[src/rtl/esm_issue_buffer.sv]
// esm_issue_buffer
// Out-of-order issue buffer. Incoming instructions are written into the
// lowest free slot. Each slot ages for ISSUE_DELAY cycles so the
// dependency-analysis stage has time to settle. After that, the
// lowest-numbered slot that is free of dependencies is handed to the
// consumer through a registered valid/ready output stage.
module esm_issue_buffer #(
   parameter int Instruction_word_size = 32,
   parameter int bs                    = 16,
   parameter int ISSUE_DELAY           = 2
) (
   input  logic                             clk,
   input  logic                             rst,
   input  logic                             in_valid,
   output logic                             in_ready,
   input  logic [Instruction_word_size-1:0] Instr_in,
   output logic [$clog2(bs)-1:0]            buffer_index,
   output logic [0:bs-1]                    valid_entries,
   input  logic [0:bs-1]                    independent_instr,
   output logic                             issue_valid,
   input  logic                             issue_ready,
   output logic [Instruction_word_size-1:0] issue_instr,
   output logic [$clog2(bs)-1:0]            issue_index,
   output logic [$clog2(bs):0]              occupancy
);

   localparam int IDX_W = $clog2(bs);
   localparam int CNT_W = IDX_W + 1;
   localparam int RES_W = (ISSUE_DELAY < 1) ? 1 : $clog2(ISSUE_DELAY + 1);
   localparam logic [RES_W-1:0] RES_MAX = RES_W'(ISSUE_DELAY);

   typedef enum logic [0:0] {
      ST_EMPTY = 1'b0,
      ST_HOLD  = 1'b1
   } state_t;

   // Number of occupied slots in a mask.
   function automatic logic [CNT_W-1:0] popcount(input logic [0:bs-1] mask);
      logic [CNT_W-1:0] cnt;
      cnt = {CNT_W{1'b0}};
      for (int i = 0; i < bs; i++) begin
         cnt = cnt + CNT_W'(mask[i]);
      end
      return cnt;
   endfunction

   // Slot storage and per-slot bookkeeping
   logic [Instruction_word_size-1:0] mem_r      [0:bs-1];
   logic [RES_W-1:0]                 res_r      [0:bs-1];
   logic [0:bs-1]                    valid_r;
   logic [0:bs-1]                    inflight_r;

   // Output stage registers
   state_t                           state_r;
   state_t                           state_nxt_s;
   logic [Instruction_word_size-1:0] issue_instr_r;
   logic [IDX_W-1:0]                 issue_index_r;
   logic [CNT_W-1:0]                 occupancy_r;

   // Combinational control
   logic                             free_found_s;
   logic [IDX_W-1:0]                 alloc_idx_s;
   logic                             alloc_s;
   logic [0:bs-1]                    elig_s;
   logic                             sel_found_s;
   logic [IDX_W-1:0]                 sel_idx_s;
   logic                             load_s;
   logic                             free_s;
   logic [0:bs-1]                    alloc_oh_s;
   logic [0:bs-1]                    free_oh_s;
   logic [0:bs-1]                    load_oh_s;
   logic [0:bs-1]                    valid_nxt_s;

   // Find the lowest free slot. A slot released by a handshake in this
   // cycle is still marked valid, so it cannot be reused until the next cycle.
   always_comb begin
      free_found_s = 1'b0;
      alloc_idx_s  = {IDX_W{1'b0}};
      for (int i = bs - 1; i >= 0; i--) begin
         free_found_s = free_found_s | ~valid_r[i];
         alloc_idx_s  = valid_r[i] ? alloc_idx_s : IDX_W'(i);
      end
   end

   assign alloc_s = in_valid & free_found_s;

   // A slot is eligible once it is resident, not yet handed out,
   // dependency-free, and fully aged.
   always_comb begin
      elig_s = {bs{1'b0}};
      for (int i = 0; i < bs; i++) begin
         elig_s[i] = valid_r[i] & ~inflight_r[i] & independent_instr[i]
                     & (res_r[i] == RES_MAX);
      end
   end

   // Pick the lowest-numbered eligible slot.
   always_comb begin
      sel_found_s = 1'b0;
      sel_idx_s   = {IDX_W{1'b0}};
      for (int i = bs - 1; i >= 0; i--) begin
         sel_found_s = sel_found_s | elig_s[i];
         sel_idx_s   = elig_s[i] ? IDX_W'(i) : sel_idx_s;
      end
   end

   // Output FSM: decide when to load a new instruction and when to
   // release the held one.
   always_comb begin
      state_nxt_s = state_r;
      load_s      = 1'b0;
      free_s      = 1'b0;
      case (state_r)
         ST_EMPTY: begin
            if (sel_found_s) begin
               load_s      = 1'b1;
               state_nxt_s = ST_HOLD;
            end else begin
               state_nxt_s = ST_EMPTY;
            end
         end
         ST_HOLD: begin
            if (issue_ready) begin
               free_s = 1'b1;
               if (sel_found_s) begin
                  load_s      = 1'b1;
                  state_nxt_s = ST_HOLD;
               end else begin
                  state_nxt_s = ST_EMPTY;
               end
            end else begin
               state_nxt_s = ST_HOLD;
            end
         end
         default: begin
            state_nxt_s = ST_EMPTY;
         end
      endcase
   end

   // Per-slot one-hot strobes for allocation, release and hand-out.
   always_comb begin
      alloc_oh_s = {bs{1'b0}};
      free_oh_s  = {bs{1'b0}};
      load_oh_s  = {bs{1'b0}};
      for (int i = 0; i < bs; i++) begin
         alloc_oh_s[i] = alloc_s & (alloc_idx_s   == IDX_W'(i));
         free_oh_s[i]  = free_s  & (issue_index_r == IDX_W'(i));
         load_oh_s[i]  = load_s  & (sel_idx_s     == IDX_W'(i));
      end
      valid_nxt_s = (valid_r | alloc_oh_s) & ~free_oh_s;
   end

   // Output-stage state register
   always_ff @(posedge clk or negedge rst) begin
      if (!rst) begin
         state_r <= ST_EMPTY;
      end else begin
         state_r <= state_nxt_s;
      end
   end

   // Occupancy mask, residency counters, in-flight flags and the slot count
   always_ff @(posedge clk or negedge rst) begin
      if (!rst) begin
         valid_r     <= {bs{1'b0}};
         inflight_r  <= {bs{1'b0}};
         occupancy_r <= {CNT_W{1'b0}};
         for (int i = 0; i < bs; i++) begin
            res_r[i] <= {RES_W{1'b0}};
         end
      end else begin
         valid_r     <= valid_nxt_s;
         occupancy_r <= popcount(valid_nxt_s);
         for (int i = 0; i < bs; i++) begin
            if (alloc_oh_s[i] || free_oh_s[i]) begin
               inflight_r[i] <= 1'b0;
               res_r[i]      <= {RES_W{1'b0}};
            end else begin
               if (load_oh_s[i]) begin
                  inflight_r[i] <= 1'b1;
               end
               if (valid_r[i] && (res_r[i] != RES_MAX)) begin
                  res_r[i] <= res_r[i] + RES_W'(1);
               end
            end
         end
      end
   end

   // Instruction payload storage. The valid mask guards every slot, so the
   // payload itself needs no reset.
   always_ff @(posedge clk) begin
      if (alloc_s) begin
         mem_r[alloc_idx_s] <= Instr_in;
      end
   end

   // Registered issue payload, loaded whenever a new slot is selected
   always_ff @(posedge clk or negedge rst) begin
      if (!rst) begin
         issue_instr_r <= {Instruction_word_size{1'b0}};
         issue_index_r <= {IDX_W{1'b0}};
      end else if (load_s) begin
         issue_instr_r <= mem_r[sel_idx_s];
         issue_index_r <= sel_idx_s;
      end
   end

   assign in_ready      = free_found_s;
   assign buffer_index  = alloc_idx_s;
   assign valid_entries = valid_r;
   assign issue_valid   = (state_r == ST_HOLD);
   assign issue_instr   = issue_instr_r;
   assign issue_index   = issue_index_r;
   assign occupancy     = occupancy_r;

endmodule

[config.mk]
export PLATFORM = sky130hd
export DESIGN_NAME = esm_issue_buffer
export DESIGN_NICKNAME = d
export VERILOG_FILES = /design/src/rtl/esm_issue_buffer.sv
export SDC_FILE = /design/constraint.sdc
export NUM_CORES = 1
export LEC_CHECK = 0
export CAP_MARGIN = 20
export CORE_MARGIN = 5
export CORE_UTILIZATION = 39
export DETAILED_ROUTE_END_ITERATION = 10
export PLACE_DENSITY_LB_ADDON = 0.05
export REMOVE_ABC_BUFFERS = 1
export SLEW_MARGIN = 25
export SYNTH_ARGS = -nofsm -noshare
export SYNTH_HDL_FRONTEND = slang
export SYNTH_SLANG_ARGS = --single-unit
[constraint.sdc]
create_clock -name clk -period 7.9 [get_ports clk]
set_clock_uncertainty 0.05 [all_clocks]
set_input_delay 1.58 -clock clk [delete_from_list [all_inputs] [get_ports clk]]
set_output_delay 1.58 -clock clk [all_outputs]
set_load 0.02 [all_outputs]
# Yosys cells after proc, flatten, opt, wreduce, memory -nomap -nowiden
# Memory sizes are Yosys's and may differ from the RTL's. A register that Yosys moved wholly into a read port is not among the register bits.
# Cells that the tools add are included.
# W data, S select, Z words.
[word_totals]
mem_bits_rw = 512
mem_count = 1
output_inout_bits = 63
regBits = 74
word_cells = 481
[classes]
n_reduce_logical = 68
bitwise = 163
n_mux = 105
n_eq_ne = 77
addsub = 31
[mem_list]
columns = ["memory", "words", "width", "rd", "rd_clocked_by_memory_dff", "wr", "line", "rtl"]
rows = [
  ["mem_r", 16, 32, 1, 1, 1, "48", "logic [Instruction_word_size-1:0] mem_r [0:bs-1];"],
]
[ops]
columns = ["operator", "count"]
rows = [
  ["$mux W4", 32],
  ["$and A1 B1 Y1", 97],
  ["$eq A4 B4 Y1 const B", 24],
  ["$mux W2", 32],
  ["$reduce_bool A2 Y1", 32],
  ["$add A5 B1 Y5", 11],
  ["$eq A4 B3 Y1 const B", 12],
  ["$mux W1", 39],
  ["$not A1 Y1", 33],
  ["$add A2 B1 Y2 const B", 16],
  ["$eq A2 B2 Y1 const B", 16],
  ["$ne A2 B2 Y1 const B", 16],
  ["$or A1 B1 Y1", 30],
  ["$eq A4 B2 Y1 const B", 6],
  ["$and A16 B16 Y16", 1],
  ["$logic_and A1 B1 Y1", 16],
  ["$logic_or A1 B1 Y1", 16],
  ["$not A16 Y16", 1],
  ["$or A16 B16 Y16", 1],
  ["$eq A4 B1 Y1 const B", 3],
  ["$logic_not A4 Y1", 3],
  ["$add A4 B1 Y5", 1],
  ["$add A3 B1 Y4", 1],
  ["$pmux W1 S2", 2],
  ["3 further kinds", 3],
]

# Longest topological paths before layout
# Gate-level depths: netlist (run 1).
[logic_depth]
depth_word = 35
mapped_depth = 19

# Worst setup path after synthesis (run 1)
# Ideal clock, no wire load.
[synth_path]
path_type = "input to register"
from = "in in_valid"
to = "reg occupancy_r[4] (netlist: occupancy[4])"
path_buffers = 0
setup_time_ns = 0.119
t_arrival_ns = 8.702
required_time_ns = 7.731
setup_slack_ns = -0.972
stages = 14
path_cell_list = "nand3_1 > nor4_1 > o21ai_0 > fa_1 > inv_1 > fa_1 > fa_1 > inv_1 > fa_1 > inv_1 > ha_1 > fa_1 > a21oi_1 > nor2b_1"
[synth_via]
elab_chain_len = 19
elab_cells_between_ends = 34
classes_between = "add/sub: 15; bitwise: 19"
[synth_rtl]
columns = ["item", "line", "rtl"]
rows = [
  ["from (decl)", "14", "input logic in_valid,"],
  ["$and A1 B1 Y1 *", "85", "assign alloc_s = in_valid & free_found_s;"],
  ["$and A1 B1 Y1", "147", "alloc_oh_s[i] = alloc_s & (alloc_idx_s == IDX_W'(i));"],
  ["$or A16 B16 Y16 *", "151", "valid_nxt_s = (valid_r | alloc_oh_s) & ~free_oh_s;"],
  ["$and A16 B16 Y16 *", "151", ""],
  ["$add A1 B1 Y2", "42", "cnt = cnt + CNT_W'(mask[i]);"],
  ["$add A2 B1 Y3", "42", ""],
  ["$add A3 B1 Y4", "42", ""],
  ["$add A4 B1 Y5", "42", ""],
  ["$add A5 B1 Y5 (10 in series)", "42", ""],
  ["$add A5 B1 Y5 *", "42", ""],
  ["to (signal assigned)", "168", "occupancy_r <= {CNT_W{1'b0}};"],
  ["to (signal assigned)", "174", "occupancy_r <= popcount(valid_nxt_s);"],
  ["to (decl)", "58", "logic [CNT_W-1:0] occupancy_r;"],
]
# Every way passes the cells marked *; elsewhere a longest branch is shown, timed or not.
# A chain may end at the register's enable or synchronous reset.

# Final worst setup path (run 1)
[layout_path]
from = "in in_valid"
to = "reg occupancy_r[4] (netlist: occupancy[4])"
[layout_via]
elab_cells_between_ends = 34
classes_between = "add/sub: 15; bitwise: 19"
[layout_rtl]
columns = ["item", "line", "rtl"]
rows = [
  ["$and A1 B1 Y1", "85", ""],
  ["$and A1 B1 Y1", "147", ""],
  ["$or A16 B16 Y16", "151", ""],
  ["$and A16 B16 Y16", "151", ""],
  ["net valid_nxt_s, one bit", "72", "logic [0:bs-1] valid_nxt_s;"],
  ["$add A5 B1 Y5 (10 in series)", "42", ""],
]
# The timed path passes the listed nets, and every way through them passes these cells.

==> qor.csv, run 1 <==
stage;metric;value;unit
yosys;synth.distinct_cells;70;
cts;worstSkewPairLatency;0.61;ns
sta;worstMarginPinSlew;1.013;ns
yosys;synthTopCellsByArea;edfxtp_1 62%, dfrtp_1 11%, mux2i_1 3.3%;
power_and_ir_drop;power_switching;4.564;mW
power_and_ir_drop;worst_ir_drop_vdd;0.3747;mV
yosys;ys_async_sr_fraction;0.1715;
sta;timing.hold.ws;0.4344;ns
sta;setup_viol;0;
floorplan;core_region_area;63080;µm²
layout;drive_gt1_frac;0.1210;
yosys;synth_top_area_cell;edfxtp_1;
yosys;netlist.area_leader.share;0.6181;
place;globalplace.congestion;0.8334;
floorplan;dieArea;68930;µm²
cts;htreeDepth;3;
cts;cts_tree;built;
power_and_ir_drop;comb_power_share;0.390;
setup_path;crit_fanout;8;
yosys;seq_area_frac_synth;0.7247;
sta;fin_tns_setup;0;ns
sta;relSlewSlack;0.3155;
floorplan;ioPinCount;115;
min_path;hp-class;register to register;
route;wl;70820;µm
layout;final_cell_mix;512 x edfxtp_1, 128 x nor2_1, 113 x clkdlybuf4s50_1;
floorplan;initial_core_util;0.3943;
setup_path;reg2reg_depth;18;
cts;postCtsSetupBuffers;0;
place;dp_hpwl;39590;µm
layout;syn2layout_area_growth;18.04;%
cts;cts.sinks;618;
min_path;holdPathStages;2;
power_and_ir_drop;p_int;7.665;mW
power_and_ir_drop;power_density;416.5;nW/µm²
layout;fin_nets;1853;
setup_path;critical_path.endpoint_type;register;
grt;grt_usage;0.2002;
route;ant_nets;0;
cts;cts_resized;0;
layout;diodes;0;
run;drv_cap;0;
grt;antenna_found_initial;1;
grt;grt_pass1_vias;15140;
cts;clockRootBuffer;clkbuf_16;
grt;grt_overflow_total;0;
grt;grt_first_pass_wirelength;103300;µm
setup_path;critPathLaunchType;input port;
setup_path;worst-setup-path-type;input port to register;
floorplan;die_x;262.6;µm
grt;grt_max_degree;105;
route;wl_per_cell;26.50;µm
cts;clockBufferDepth;3;
route;vias;14860;
setup_path;arrival;6.34;ns
cts;postCtsHoldBufs;0;
place;port-buffer-count;114;
sta;finalMaxSlewViolations;0;
yosys;syn_area;24880;µm²
floorplan;die_y;262.6;µm
sta;fmax;0.1693;GHz
sta;rsz0062_at_grt;no;
route;dr.pass1.iters;5;
sta;period_share;0.7475;
yosys;synth_edf_count;512;
route;drt_iter0_markers;1013;
yosys;syn_inst;1618;
power_and_ir_drop;seq_power_share;0.358;
power_and_ir_drop;swShare;0.3732;
layout;final_common_cell;edfxtp_1;
route;vias_per_cell;5.563;
route;drc_errors;0;
power_and_ir_drop;clkPwrFrac;0.252;
cts;path_clk_slew;0.06;ns
setup_path;worstPathRequired;8.34;ns
yosys;yosys_warnings;0;
yosys;synth_ff_type;edfxtp_1;
run_status;status;finished, final reports clean;
cts;cts_buffers;69;
yosys;avgSynthCellArea;15.37;µm²
power_and_ir_drop;leakage;9.916;nW
floorplan;rows;92;
sta;hold_viol_final;0;
sta;period_minus_slack;5.905;ns
yosys;synth_seq_cells;618;
==> power groups by stage <==
| stage | clock network, mW | registers [mW] | logic (mW) |
|---|---|---|---|
| after floorplan | 0 | 4.52 | 2.81 |
| after global placement | 0 | 4.43 | 4.77 |
| after detailed placement | 0 | 4.44 | 4.82 |
| after CTS | 3.16 | 4.38 | 4.84 |
| after global routing | 3.30 | 4.43 | 5.21 |
| final | 3.08 | 4.38 | 4.77 |
==> synth_stat cells, drive strengths merged, types with 14 or more instances <==
| cell | number |
|---|---|
| edfxtp | 512 |
| nand2b | 19 |
| and4b | 14 |
| a22o | 32 |
| mux2i | 83 |
| nand2 | 52 |
| a2bb2oi | 14 |
| nor2 | 140 |
| o21a | 18 |
| a221oi | 32 |
| clkbuf | 37 |
| a22oi | 48 |
| nor4 | 16 |
| mux2 | 32 |
| a2111oi | 20 |
| o21ai | 83 |
| buf | 36 |
| nand3 | 37 |
| a21oi | 67 |
| dfrtp | 106 |
| nor3 | 14 |
| o22ai | 20 |
| ha | 21 |
| inv | 33 |
| a31oi | 37 |
| xnor2 | 17 |
==> stage by stage <==
step / power [mW] / instance area [µm²] / util / setup slack (ns) / std cells
after floorplan: 7.332 / 24490 / - / -0.9716 / 1545
after global placement: 9.206 / 27180 / 0.4310 / 1.446 / 2544
after detailed placement: 9.264 / 27200 / 0.4312 / 1.435 / 2545
after CTS: 12.38 / 29360 / 0.4654 / 2.053 / 2672
after global routing: 12.94 / 29360 / 0.4655 / 1.757 / 2672
final: 12.23 / 29360 / 0.4655 / 1.995 / 2672
==> final cells by class <==
cell class              instances  area, µm²
fillers                      5653      33720
flip-flops and latches        618      18030
multi-input cells             894       6533
clock buffers                 101       1972
repair buffers                154       1459
well taps                     846       1059
clock inverters                26      188.9
inverters                      33      123.9
==> registers in the layout (all words and copies together), names as in the netlist <==
signal and cells:
valid_entries 16, mem_r 512, res_r 32, occupancy 5, issue_valid 1, issue_instr 32, inflight_r 16, issue_index 4
==> metal layers <==
metal	vias to the layer above	wire, µm	GRT usage
li1	6671	-	-
met1	7737	32390	0.2828
met2	335	33590	0.3248
met3	121	3028	0.03221
met4	0	1807	0.05540
met5	-	0	0
==> worst max-delay path, cell delays in order <==
cell             delay [ns]
clkdlybuf4s50_1        0.69
nand3_1                0.41
or3_1                  0.49
nor2_4                 0.11
o21a_1                 0.15
fa_1                   0.45
fa_1                   0.50
fa_1                   0.52
inv_1                  0.06
fa_1                   0.47
inv_1                  0.04
ha_1                   0.21
fa_1                   0.46
a21oi_1                0.14
nor2b_1                0.06
==> logic make-up (layout without fill, tap and decap cells) <==
| family | after synthesis | in the layout | synth area share |
|---|---|---|---|
| AOI/OAI and AO/OA | 397 | 397 | 0.1142 |
| xor gates and xnor gates | 18 | 18 | 0.006338 |
| adders and majority gates | 31 | 31 | 0.01861 |
| buffers and inverters | 106 | 314 | 0.02037 |
| DFF | 618 | 618 | 0.7247 |
| muxes | 115 | 115 | 0.04788 |
| and+or+nand+nor | 333 | 333 | 0.06785 |
==> path summary, 6_finish.rpt <==
check / from / to / slack [ns]
setup reg to reg: valid_entries[14] / occupancy[4] / 2.37
setup / recovery: in_valid / occupancy[4] / 1.99
hold reg to reg: inflight_r[12] / inflight_r[12] / 0.43
max in group asynchronous: rst / inflight_r[1] / 5.67
min in group asynchronous: rst / inflight_r[2] / 0.98
hold / removal: inflight_r[12] / inflight_r[12] / 0.43
Power figures use the tool's default switching activity.
==> run 2: changes to the inputs <==
- clock period: 7.9 -> 6 ns (I/O delays scaled with it)
==> run 2 against run 1 <==
Against the previous run:
- sequential share of layout area fell by 0.61 points
- wire length fell by 0.10%
- register-to-register slack worse by 1.9 ns
- total power grew 34%
- largest cell class unchanged
- die area did not move
- flip-flop and latch count unchanged
- highest routed layer is now met5
- non-clock buffer count increased by 18
- combinational power rose by 33%
- critical path depth rose by 3
- cell area increased by 1.0%
==> qor.csv, run 2 (same netlist as run 1, synthesis figures left out) <==
stage;metric;value;unit
route;drc_errors;0;
grt;grt_usage;0.2000;
min_path;hp-class;register to register;
layout;fill_cells;5603;
setup_path;cpMostUsedCell;fa_1;
route;wl_per_cell;26.28;µm
floorplan;initial_core_util;0.3943;
layout;fin_util;0.4701;
place;dpl_cell_area;27360;µm²
setup_path;cp-endpoint;occupancy[4];
cts;cts_buffers;70;
layout;multiInputGateArea;6530;µm²
grt;grt_overflow_total;0;
setup_path;worstPathCellList;nor2b_1 > o21ai_0 > a21boi_0 > o21ai_0 > a31oi_1 > o21a_1 > nor4_2 > a2bb2oi_1 > fa_1 > fa_1 > fa_1 > inv_1 > fa_1 > inv_1 > ha_1 > fa_1 > a21oi_1 > nor2b_1;
sta;worst_slack;0.4656;ns
cts;clockRootBuffer;clkbuf_16;
grt;grt_max_degree;57;
cts;worstSkewPairLatency;0.61;ns
setup_path;critPathLaunchType;register;
cts;postCtsSetupBuffers;0;
place;dp.cells;2563;
setup_path;reg2reg_depth;18;
floorplan;rows;92;
place;pre_cts_ws;0.2545;ns
layout;drive_gt1_frac;0.1343;
layout;regArea;18030;µm²
setup_path;critical_path.slowest_cell;fa_1;
power_and_ir_drop;worst_ir_drop_vdd;0.3979;mV
sta;period_share;0.9224;
cts;htreeDepth;3;
power_and_ir_drop;power_density;551.1;nW/µm²
place;dp_hpwl;41270;µm
layout;fin_area;29660;µm²
floorplan;die_y;262.6;µm
sta;timing.hold.ws;0.4433;ns
place;globalplace.congestion;0.8814;
sta;relSlewSlack;0.3781;
setup_path;timing.rr.start;valid_entries[14];
floorplan;dieArea;68930;µm²
run;drv_cap;0;
cts;cts_resized;0;
setup_path;worstPathRequired;6.42;ns
route;drt_iter0_markers;1092;
layout;final_cell_mix;512 x edfxtp_1, 128 x nor2_1, 113 x clkdlybuf4s50_1;
layout;top_register;mem_r;
floorplan;die_x;262.6;µm
layout;syn2layout_area_growth;19.22;%
cts;path_clk_slew;0.07;ns
setup_path;worst-setup-path-type;register to register;
sta;hold_viol_final;0;
cts;clockBufferDepth;3;
sta;rsz0062_at_grt;no;
run_status;status;finished, final reports clean;
floorplan;core_region_area;63080;µm²
sta;worstMarginPinSlew;0.9328;ns
sta;finalMaxSlewViolations;0;
setup_path;crit_fanout;8;
cts;cts_tree;built;
setup_path;reg2reg_setup_slack;0.47;ns
layout;fin_cells;2692;
setup_path;max_stage_delay;0.51;ns
route;wl;70750;µm
floorplan;ioPinCount;115;
power_and_ir_drop;p_total;16.34;mW
layout;largest_reg_flops;512;
setup_path;critical_path.endpoint_type;register;
grt;antenna_found_initial;1;
route;vias;14860;
layout;final_common_cell;edfxtp_1;
route;dr.pass1.iters;5;
setup_path;arrival;5.96;ns
grt;grt_pass1_vias;14950;
sta;fmax;0.1807;GHz
setup_path;worstReg2RegEnd;occupancy[4];
grt;grt_first_pass_wirelength;102900;µm
layout;diodes;0;
route;ant_nets;0;
setup_path;worstSetupStartpoint;valid_entries[14];
cts;cts.sinks;618;
route;vias_per_cell;5.519;
sta;setup_viol;0;
sta;fin_tns_setup;0;ns
cts;postCtsHoldBufs;0;
place;port-buffer-count;114;
sta;period_minus_slack;5.534;ns
power_and_ir_drop;leakage;10.08;nW
layout;fin_nets;1872;
## run 2: layout make-up
cell class / instances / share of cell area
inverter: 33 / 0.004177
clock buffer: 105 / 0.06936
timing repair buffer: 172 / 0.05459
clock inverter: 24 / 0.008142
tap: 846 / 0.03569
multi-input combinational: 894 / 0.2202
sequential: 618 / 0.6079
## run 2: how the worst min path moves through the flow
stage / slack, ns / startpoint / cells after the start / endpoint
floorplan: 0.40 / inflight_r[2] / 2 / inflight_r[2]
global placement: 0.42 / inflight_r[4] / 2 / inflight_r[4]
detailed placement: 0.43 / inflight_r[2] / 2 / inflight_r[2]
CTS: 0.44 / inflight_r[2] / 2 / inflight_r[2]
global route: 0.49 / inflight_r[13] / 2 / inflight_r[13]
finish: 0.44 / inflight_r[2] / 2 / inflight_r[2]
## run 2: critical path: cells and delay by family (launching register included)
| kind | cells | cell delay [ns] |
|---|---|---|
| AOI/OAI and AO/OA | 7 | 1.53 |
| DFF | 1 | 0.48 |
| and+or+nand+nor | 3 | 0.60 |
| buffers and inverters | 2 | 0.09 |
| adders and majority gates | 6 | 2.63 |
## run 2: where the power goes
group | internal [mW] | total, mW | switching (mW)
logic | 2.36 | 6.34 | 3.99
registers | 5.42 | 5.77 | 0.345
clock network | 2.55 | 4.23 | 1.69
## run 2: metal layers
layer  routed length (µm)  global-route usage  part of all wire
met1                31680              0.2777              0.45
met2                34400              0.3300              0.49
met3                 2947             0.03352             0.042
met4                 1709             0.05300             0.024
met5                   13                   0           0.00018
==> run 3: changes to the inputs <==
- ABC_CLOCK_PERIOD_IN_PS: default -> 6000
- HOLD_SLACK_MARGIN: default -> 0.05
==> results of run 3 <==
Same layout as run 2: the final DEF is identical, and so are final timing and power.
